**src/rtl/uart_tx_pkg.sv**
```systemverilog
// -----------------------------------------------------------------------------
// uart_tx_pkg
// Shared definitions for the UART transmit controller:
//   tx_state_t          - frame FSM states
//   LINE_IDLE           - level of the serial line between frames
//   START_BIT, STOP_BIT - framing bit levels
//   DEFAULT_DATA_WIDTH  - default payload width in bits
// -----------------------------------------------------------------------------
package uart_tx_pkg;

    localparam int DEFAULT_DATA_WIDTH = 8;

    localparam logic LINE_IDLE = 1'b1;
    localparam logic START_BIT = 1'b0;
    localparam logic STOP_BIT  = 1'b1;

    typedef enum logic [2:0] {
        ST_IDLE,
        ST_START,
        ST_DATA,
        ST_PARITY,
        ST_STOP
    } tx_state_t;

endpackage : uart_tx_pkg

```
**src/rtl/uart_tx_serializer.sv**
```systemverilog
// -----------------------------------------------------------------------------
// uart_tx_serializer
// Payload shift register and bit counter for the UART transmitter.
//   clk      in   bit-rate clock
//   rst      in   asynchronous, active-low reset
//   load     in   capture data into the shift register, clear the counter
//   shift_en in   consume one bit: shift right, count it
//   data     in   parallel payload
//   ser_bit  out  next payload bit to place on the line (shift register LSB)
//   ser_done out  high while the last payload bit is on the line
// -----------------------------------------------------------------------------
module uart_tx_serializer
    import uart_tx_pkg::*;
#(
    parameter int DATA_WIDTH = DEFAULT_DATA_WIDTH
) (
    input  logic                  clk,
    input  logic                  rst,
    input  logic                  load,
    input  logic                  shift_en,
    input  logic [DATA_WIDTH-1:0] data,
    output logic                  ser_bit,
    output logic                  ser_done
);

    // The counter holds how many payload bits have already been handed to the
    // line, so it needs one code beyond DATA_WIDTH-1.
    localparam int CNT_W = $clog2(DATA_WIDTH + 1);

    logic [DATA_WIDTH-1:0] shreg;
    logic [CNT_W-1:0]      cnt;

    // NOTE: clocked state uses non-blocking assignments so every register in
    // the design samples pre-edge values, independent of block ordering.
    // NOTE: the shift register is reset along with the control bits, so an
    // abandoned frame never leaves stale payload behind.
    always_ff @(posedge clk or negedge rst) begin
        if (!rst) begin
            shreg <= '0;
            cnt   <= '0;
        end else if (load) begin
            shreg <= data;
            cnt   <= '0;
        end else if (shift_en) begin
            shreg <= shreg >> 1;
            cnt   <= cnt + CNT_W'(1);
        end
    end

    assign ser_bit  = shreg[0];
    // Once all DATA_WIDTH bits have been shifted out, the last one is the bit
    // currently registered on the line.
    assign ser_done = (cnt == CNT_W'(DATA_WIDTH));

endmodule : uart_tx_serializer

```
**src/rtl/uart_tx_ctrl.sv**
```systemverilog
// -----------------------------------------------------------------------------
// uart_tx_ctrl
// UART transmit controller. One serial bit per clk cycle. Frames a payload as
// start bit, DATA_WIDTH data bits LSB first, optional parity bit, stop bit.
//   clk        in   bit-rate clock
//   rst        in   asynchronous, active-low reset
//   p_data     in   parallel payload, sampled on acceptance
//   data_valid in   payload request, accepted only while idle
//   par_en     in   parity enable, sampled on acceptance
//   par_bit    in   registered parity from the upstream parity calculator
//   tx_out     out  registered serial line, idles high
//   busy       out  registered, high from the cycle after acceptance through
//                   the stop bit
// -----------------------------------------------------------------------------
module uart_tx_ctrl
    import uart_tx_pkg::*;
#(
    parameter int DATA_WIDTH = DEFAULT_DATA_WIDTH
) (
    input  logic                  clk,
    input  logic                  rst,
    input  logic [DATA_WIDTH-1:0] p_data,
    input  logic                  data_valid,
    input  logic                  par_en,
    input  logic                  par_bit,
    output logic                  tx_out,
    output logic                  busy
);

    tx_state_t state;
    logic      par_en_q;
    logic      load;
    logic      shift_en;
    logic      ser_bit;
    logic      ser_done;

    // The outputs are registered, so each edge drives the line value that
    // belongs to the state being entered. A payload bit is consumed on the
    // edge leaving START (bit 0) and on every DATA edge that still has bits.
    assign load     = (state == ST_IDLE) && data_valid;
    assign shift_en = (state == ST_START) || ((state == ST_DATA) && !ser_done);

    uart_tx_serializer #(
        .DATA_WIDTH (DATA_WIDTH)
    ) u_serializer (
        .clk      (clk),
        .rst      (rst),
        .load     (load),
        .shift_en (shift_en),
        .data     (p_data),
        .ser_bit  (ser_bit),
        .ser_done (ser_done)
    );

    always_ff @(posedge clk or negedge rst) begin
        if (!rst) begin
            state    <= ST_IDLE;
            tx_out   <= LINE_IDLE;
            busy     <= 1'b0;
            par_en_q <= 1'b0;
        end else begin
            case (state)
                ST_IDLE: begin
                    if (data_valid) begin
                        state    <= ST_START;
                        par_en_q <= par_en;
                        tx_out   <= START_BIT;
                        busy     <= 1'b1;
                    end else begin
                        tx_out <= LINE_IDLE;
                        busy   <= 1'b0;
                    end
                end

                ST_START: begin
                    state  <= ST_DATA;
                    tx_out <= ser_bit;
                end

                ST_DATA: begin
                    if (ser_done) begin
                        if (par_en_q) begin
                            state  <= ST_PARITY;
                            tx_out <= par_bit;
                        end else begin
                            state  <= ST_STOP;
                            tx_out <= STOP_BIT;
                        end
                    end else begin
                        tx_out <= ser_bit;
                    end
                end

                ST_PARITY: begin
                    state  <= ST_STOP;
                    tx_out <= STOP_BIT;
                end

                ST_STOP: begin
                    // busy drops here, so a request seen on this edge is
                    // ignored and the line keeps one idle bit between frames.
                    state  <= ST_IDLE;
                    tx_out <= LINE_IDLE;
                    busy   <= 1'b0;
                end

                default: begin
                    state  <= ST_IDLE;
                    tx_out <= LINE_IDLE;
                    busy   <= 1'b0;
                end
            endcase
        end
    end

endmodule : uart_tx_ctrl

```
**config.mk**
```make
export PLATFORM = sky130hd
export DESIGN_NAME = uart_tx_ctrl
export DESIGN_NICKNAME = d
export VERILOG_FILES = /design/src/rtl/uart_tx_pkg.sv /design/src/rtl/uart_tx_serializer.sv /design/src/rtl/uart_tx_ctrl.sv
export SDC_FILE = /design/constraint.sdc
export NUM_CORES = 1
export LEC_CHECK = 0
export CORE_MARGIN = 10
export CORE_UTILIZATION = 45
export DETAILED_ROUTE_END_ITERATION = 8
export PLACE_DENSITY = 0.68
export SETUP_SLACK_MARGIN = 0.2
export SLEW_MARGIN = 0
export SYNTH_ARGS = -nofsm -noshare
export SYNTH_HDL_FRONTEND = slang
export SYNTH_HIERARCHICAL = 1
export SYNTH_SLANG_ARGS = --single-unit
```
**constraint.sdc**
```tcl
create_clock -name clk -period 1.8 [get_ports clk]
set_input_delay 0.27 -clock clk [delete_from_list [all_inputs] [get_ports clk]]
set_output_delay 0.27 -clock clk [all_outputs]
set_load 0.05 [all_outputs]
```
==> implementation parameters, run 1 <==
Parameter                              Value

Final layout
  Share of final-layout standard cells stronger than drive strength 1    0.259
  Leading cell type in the layout, fill and taps excluded    sky130_fd_sc_hd__dfrtp_1
  Total Nets Final    roughly 130
  Commonest cells after routing, fill and taps aside    sky130_fd_sc_hd__dfrtp_1, sky130_fd_sc_hd__buf_4, sky130_fd_sc_hd__clkdlybuf4s50_1
  Signed area change from the synthesized netlist to the final layout    35.3%
  Cell area after layout    ~1200 um^2
  Diode insertion count for antenna repair    0

Floorplanning
  Full die area    a little over 4000 um^2
  Effective utilization at floorplan    0.463
  DIE WIDTH    about 64 um
  Floorplan core area    around 1900 um^2
  Num ports    15
  Rows    16
  DIE HEIGHT    ~64 um

Route
  Vias after detailed routing    about 700
  Number of vias per cell    4.90
  DRC    0
  Drt pass-1 iters    4
  Routed wire per std cell    about 13 um
  Detailed Route Iter0 Violations    13
  Total routed wirelength    between 1500 and 2000 um
  Number of nets with antenna violations after routing    0

Placement
  DP HPWL    1430 um
  Cell area reported after detailed placement    1130 um^2
  Quantity of I/O buffers inserted on ports    14
  RePlAce Congestion    between 0.8 and 0.9
  Post-Place Worst Slack    0.0778 ns

Timing
  Slew HR    0.669
  Unrepaired setup endpoints after global routing    yes
  Final setup violation count    0
  Final clock period utilization by the worst path    0.890
  Fmax achieved    624 MHz
  Fin worst setup slack    approximately 0.20 ns
  Post-route setup TNS    0 ns
  Setup skew after layout    ~0.0028 ns
  Max Transition Viols Final    0
  Final hold violations    0
  Actual slew at the worst max-slew pin    roughly 0.50 ns
  Clock period minus worst slack    1.60 ns

Synth
  Total standard cell area after synthesis    ~890 um^2
  Gate Count Post-Synth    87
  Post-synthesis net count    around 100
  Mean instance size in the synthesized netlist    slightly above 10 um^2
  Post-synthesis register bit count    18
  Share of synthesized area occupied by flip-flops and latches    0.508
  Unique cell type count in the Yosys netlist    28
  Total number of yosys warnings    6

Power
  Clk pwr share    0.104
  Net switching power of the design    between 0.7 and 0.8 mW
  Total Power Consumption    between 1.5 and 2 mW
  Switching share of power    0.387
  Leak pwr    around 0.55 nW
  Total power divided by cell area    between 1500 and 2000 nW/um^2
  Comb pwr share    0.543
  Peak ir drop on the vdd network    around 0.00094 V
  Internal cell power    about 1.2 mW
  Relative contribution of sequential cells to total power    0.353

Setup path
  Worst setup path class    flop to flop
  Cells on worst reg2reg path    7
  R2R Path Start    u_serializer/cnt[0]$_DFFE_PN0P_
  Critical Path Start    u_serializer/cnt[0]$_DFFE_PN0P_
  Critical path destination    u_serializer/cnt[3]$_DFFE_PN0P_
  Required time at the worst-slack endpoint    between 1.5 and 2 ns
  Element type at the critical path start    flop
  Reg2reg end    u_serializer/cnt[3]$_DFFE_PN0P_
  Crit Path Max Fanout    4
  Worst path arrival time    approximately 1.8 ns
  Critical Path End Type    flop
  Setup slack on the worst flop-to-flop path    around 0.2 ns

Global routing
  Congestion Overflow GR    0
  Initial antenna violation count    0
  Via count of the first global-routing pass    roughly 710
  Global-route wire length before repair    about 3100 um
  Maximum number of pins on one net before global-route repair    19
  GR Util All Layers    0.0923

CTS
  Count of clock tree sinks    18
  Number of buffers between clock root and the deepest sink    2
  Later-pin clock latency in the skew report    between 0.2 and 0.3 ns
  Hold-fix buffers at CTS    0
  Clock slew seen by the registers of the worst setup and hold paths    0.10 ns
  Number of buffers inserted during clock tree synthesis    3
  Clock tree from TritonCTS    done
  Cell chosen for the clock root    sky130_fd_sc_hd__clkbuf_4
  H-tree Lvls    1

Run
  Max-cap violations    0

Run status
  Status    complete, no violations

Worst hold path
  Path category of the worst min-delay check    primary input to async pin
## sequential cells by signal, indices dropped and copies added (netlist names)
signal / flops
tx_out: 1
par_en_q: 1
u_serializer/shreg: 8
busy: 1
u_serializer/cnt: 4
state: 3
## cells in the mapped netlist, drive strengths merged
cell type	number	area, um^2
or2b	1	8.76
a21bo	1	10.0
inv	4	15.0
dfrtp	17	425
nand2	11	41.3
nand2b	2	15.0
a21oi	6	30.0
nor3	2	10.0
buf	4	28.8
mux2i	8	80.1
o21ai	11	55.1
and3	1	7.51
nor2	7	26.3
nand3b	1	7.51
ha	2	25.0
nor4b	1	8.76
o32ai	1	16.3
a2111o	1	11.3
dfstp	1	26.3
nor2b	1	6.26
nand4	1	6.26
a211o	1	8.76
xnor2	1	8.76
mux2	1	11.3
## through the flow
stage	util	std cells	hold WS [ns]
final	0.626	143	0.307
after global routing	0.626	143	0.295
after CTS	0.618	141	0.297
after detailed placement	0.588	133	0.525
after global placement	0.588	133	0.525
after floorplan	-	87	-0.0256
## cells by family after synthesis
family	Yosys count	synth area share
AO/OA/AOI/OAI	21	0.148
XOR/XNOR	1	0.00985
adder cells (fa/ha/maj)	2	0.0281
buffers and inverters	8	0.0492
flip-flops	18	0.508
multiplexers	9	0.103
AND/OR/NAND/NOR	28	0.155
## layer usage
metal / vias to the layer above / track usage / part of all wire
met4: 0 / 0.0241 / 0
met5: - / 0 / 0
li1: 357 / - / -
met1: 330 / 0.112 / 0.46
met3: 0 / 0.0292 / 0.035
met2: 14 / 0.154 / 0.51
## timing repair
| item | CTS | global route |
|---|---|---|
| setup endpoints to repair | 10 | 10 |
| pin swaps | 3 | 3 |
| setup buffers | 4 | 2 |
| gates resized for setup | 2 | 1 |
## how the worst min path moves through the flow
stage / startpoint / end / slack [ns] / cells past startpoint
after floorplan: rst / busy$_DFFE_PN0N_ / -0.03 / 0
after global placement: u_serializer/shreg[0]$_DFFE_PN0P_ / tx_out$_DFF_PN1_ / 0.53 / 1
after detailed placement: u_serializer/shreg[0]$_DFFE_PN0P_ / tx_out$_DFF_PN1_ / 0.52 / 1
after CTS: rst / state[0]$_DFFE_PN0P_ / 0.30 / 2
after global routing: rst / state[0]$_DFFE_PN0P_ / 0.29 / 2
final: rst / state[0]$_DFFE_PN0P_ / 0.31 / 2
## critical path: stages, from the launching register on
cell and delay (ns):
sky130_fd_sc_hd__dfrtp_1 0.37, sky130_fd_sc_hd__inv_1 0.05, sky130_fd_sc_hd__ha_2 0.18, sky130_fd_sc_hd__nand2_2 0.07
sky130_fd_sc_hd__nor2_4 0.05, sky130_fd_sc_hd__o32ai_4 0.25, sky130_fd_sc_hd__nand4_1 0.19, sky130_fd_sc_hd__mux2_4 0.33
## area by class of cell
class | count | area (um^2)
flip-flops and latches | 18 | 452
clock buffers | 4 | 26.3
inverters | 4 | 15.0
multi-input cells | 61 | 428
repair buffers | 29 | 249
well taps | 27 | 33.8
fillers | 186 | 718
## power by group through the flow
stage	registers, mW	logic, mW	clock network [mW]
floorplan	0.786	0.639	0
global placement	0.708	0.966	0
detailed placement	0.718	0.983	0
CTS	0.695	1.05	0.219
global route	0.719	1.17	0.235
finish	0.696	1.07	0.205
(Power assumes the default switching activity.)
==> inputs of run 2 (changes only) <==
--- a/config.mk
+++ b/config.mk
@@ -7,6 +7,7 @@
 export LEC_CHECK = 0
 export CORE_MARGIN = 10
 export CORE_UTILIZATION = 45
+export CTS_CLUSTER_SIZE = 20
 export DETAILED_ROUTE_END_ITERATION = 8
 export PLACE_DENSITY = 0.68
 export SETUP_SLACK_MARGIN = 0.2
==> results of run 2 <==
No change in the layout: final DEF, timing and power equal those of run 1.
==> inputs of run 3 (changes only) <==
--- a/config.mk
+++ b/config.mk
@@ -9,6 +9,7 @@
 export CORE_UTILIZATION = 45
 export CTS_CLUSTER_SIZE = 20
 export DETAILED_ROUTE_END_ITERATION = 8
+export GPL_TIMING_DRIVEN = 0
 export PLACE_DENSITY = 0.68
 export SETUP_SLACK_MARGIN = 0.2
 export SLEW_MARGIN = 0
==> run 3 against run 2 <==
Wire length is 2.6% higher. First-iteration DRC count is 31% lower. Sequential share of layout area fell by 0.41 points. Via count increased by 4.1%. Combinational power rose by 5%. Die area unchanged. Sequential power rose by 0.6%. Clock power grew 20%. Highest routed layer is now met4.
==> implementation parameters, run 3 (same netlist as run 1, synthesis figures left out) <==
Parameter                              Value

Run status
  Status    complete, no violations

Route
  Detailed Route Iter0 Violations    9 (-4)
  Total routed wirelength    1960 um (+2.6%)
  DRC    0 (unchanged)
  Vias after detailed routing    730 (+4.1%)
  Number of vias per cell    5.10 (+4.1%)
  Drt pass-1 iters    4 (unchanged)
  Number of nets with antenna violations after routing    0 (unchanged)
  Routed wire per std cell    13.7 um (+2.6%)

Timing
  Unrepaired setup endpoints after global routing    yes
  Final hold violations    0 (unchanged)
  Clock period minus worst slack    1.65 ns (+0.0502 ns)
  Final clock period utilization by the worst path    0.918 (+0.0279)
  Setup skew after layout    0.00813 ns (+0.00534 ns)
  Fmax achieved    605 MHz (-3.0%)
  Slew HR    0.463 (-0.205)
  Max Transition Viols Final    0 (unchanged)
  Final setup violation count    0 (unchanged)
  Actual slew at the worst max-slew pin    0.802 ns (+0.304 ns)

Setup path
  Critical Path End Type    flop
  Slowest stage delay, CP    0.37 ns (about the same)
  Required time at the worst-slack endpoint    1.98 ns (about the same)
  Worst-path cell chain    inv_2 > ha_2 > nand2_2 > nor2_4 > o32ai_4 > nand4_1 > mux2_4
  Element type at the critical path start    flop
  CP max-delay cell    sky130_fd_sc_hd__dfrtp_1
  Worst path arrival time    1.83 ns (+0.05 ns)
  Worst setup path class    flop to flop
  Crit Path Max Fanout    5 (+1)

CTS
  Number of buffers between clock root and the deepest sink    2 (unchanged)
  Number of buffers inserted during clock tree synthesis    3 (unchanged)
  H-tree Lvls    1 (unchanged)
  Count of clock tree sinks    18 (unchanged)
  Cell chosen for the clock root    sky130_fd_sc_hd__clkbuf_4
  Clock tree from TritonCTS    done
  Clock slew seen by the registers of the worst setup and hold paths    0.11 ns (about the same)
  Later-pin clock latency in the skew report    0.29 ns (about the same)

Power
  Total Power Consumption    2.07 mW (+5.0%)
  Total power divided by cell area    1690 nW/um^2 (+3.3%)
  Peak ir drop on the vdd network    0.000759 V (-19%)
  Leak pwr    0.557 nW (+1.7%)

Final layout
  Fill cell total of the finished layout    173 (-7.0%)
  Cell area after layout    1220 um^2 (+1.7%)
  Share of final-layout standard cells stronger than drive strength 1    0.293 (+0.0345)
  Total Nets Final    132 (unchanged)
  Registers with the highest flip-flop counts    u_serializer/shreg: 8 flops, u_serializer/cnt: 4 flops, state: 3 flops
  Commonest cells after routing, fill and taps aside    sky130_fd_sc_hd__dfrtp_1, sky130_fd_sc_hd__buf_4, sky130_fd_sc_hd__clkdlybuf4s50_1
  Leading cell type in the layout, fill and taps excluded    sky130_fd_sc_hd__dfrtp_1
  Diode insertion count for antenna repair    0 (unchanged)
  Biggest register    u_serializer/shreg
  Signed area change from the synthesized netlist to the final layout    37.6%
  Post-route non-filler standard cell count    143 (unchanged)
  Flip-flop count of the largest register after layout    8 (unchanged)

Floorplanning
  DIE WIDTH    64.5 um (unchanged)
  Effective utilization at floorplan    0.463 (unchanged)
  DIE HEIGHT    64.5 um (unchanged)
  Num ports    15 (unchanged)
  Rows    16 (unchanged)
  Full die area    4160 um^2 (unchanged)
  Floorplan core area    1920 um^2 (unchanged)

Global routing
  Global-route wire length before repair    3240 um (+3.8%)
  Maximum number of pins on one net before global-route repair    19 (unchanged)
  Via count of the first global-routing pass    744 (+5.4%)
  GR Util All Layers    0.0957 (+0.00337)
  Congestion Overflow GR    0 (unchanged)
  Initial antenna violation count    0 (unchanged)

Placement
  Quantity of I/O buffers inserted on ports    14 (unchanged)
  DP HPWL    1340 um (-6.2%)
  RePlAce Congestion    0.675 (-19%)
  Cell area reported after detailed placement    1090 um^2 (-3.2%)
  Cell count after placement    128 (-3.8%)

Worst hold path
  Path category of the worst min-delay check    primary input to async pin

Run
  Max-cap violations    0 (unchanged)
==> run 3: cell types whose count changed in the layout (fill, tap and decap cells not counted), sizes merged <==
cell	previous run	this run
buf	16	14
clkbuf	4	6
==> run 3: final timing paths <==
path	startpoint	end	slack [ns]	cells after the start
min reg2reg	u_serializer/shreg[0]$_DFFE_PN0P_	tx_out$_DFF_PN1_	0.54	1
min	rst	par_en_q$_DFFE_PN0P_	0.43	1
max	u_serializer/cnt[1]$_DFFE_PN0P_	u_serializer/cnt[3]$_DFFE_PN0P_	0.15	7
max in group asynchronous	rst	state[1]$_DFFE_PN0P_	0.82	1
max reg2reg	u_serializer/cnt[1]$_DFFE_PN0P_	u_serializer/cnt[3]$_DFFE_PN0P_	0.15	7
min in group clk	p_data[2]	u_serializer/shreg[2]$_DFFE_PN0P_	0.51	3
==> run 3: report_power, final <==
| part | total [mW] | switching, mW | internal, mW |
|---|---|---|---|
| clock | 0.246 | 0.123 | 0.123 |
| sequential | 0.700 | 0.107 | 0.593 |
| combinational | 1.12 | 0.570 | 0.553 |
==> run 3: area by class of cell <==
cell class	count	area, um^2	area share
Sequential cell	18	454	0.371
Multi-Input combinational cell	61	437	0.357
Timing Repair Buffer	25	216	0.177
Clock buffer	4	36.3	0.0297
Tap cell	27	33.8	0.0276
Buffer	4	31.3	0.0256
Inverter	4	15.0	0.0123
==> run 3: repair_timing <==
item                                    CTS  global route
endpoints found under the setup margin   13            13
hold buffers                              0             0
gates resized for setup                   6             7
hold endpoints to repair                  0             0
setup buffers                             6             4
gates cloned                              1             0
pin swaps                                 4             5
==> run 3: stage by stage <==
stage / setup WS [ns] / TNS (ns) / hold WS (ns) / util
after floorplan: 0.215 / 0 / -0.0256 / -
after detailed placement: -0.120 / -1.06 / 0.514 / 0.569
after CTS: 0.174 / 0 / 0.460 / 0.620
after global placement: -0.123 / -1.21 / 0.511 / 0.569
after global routing: 0.106 / 0 / 0.488 / 0.637
final: 0.147 / 0 / 0.433 / 0.637
==> run 3: critical path: cells and delay by family, from the launching register on <==
family | cells | cell delay (ns)
simple gates | 3 | 0.31
flops | 1 | 0.37
compound gates | 1 | 0.32
mux | 1 | 0.33
fa+ha+maj | 1 | 0.17
buf+inv | 1 | 0.04
==> run 3: layer usage <==
metal	global-route usage	routed length, um
met2	0.163	1030
met1	0.109	802
met4	0.0374	24
met5	0	0
met3	0.0309	97
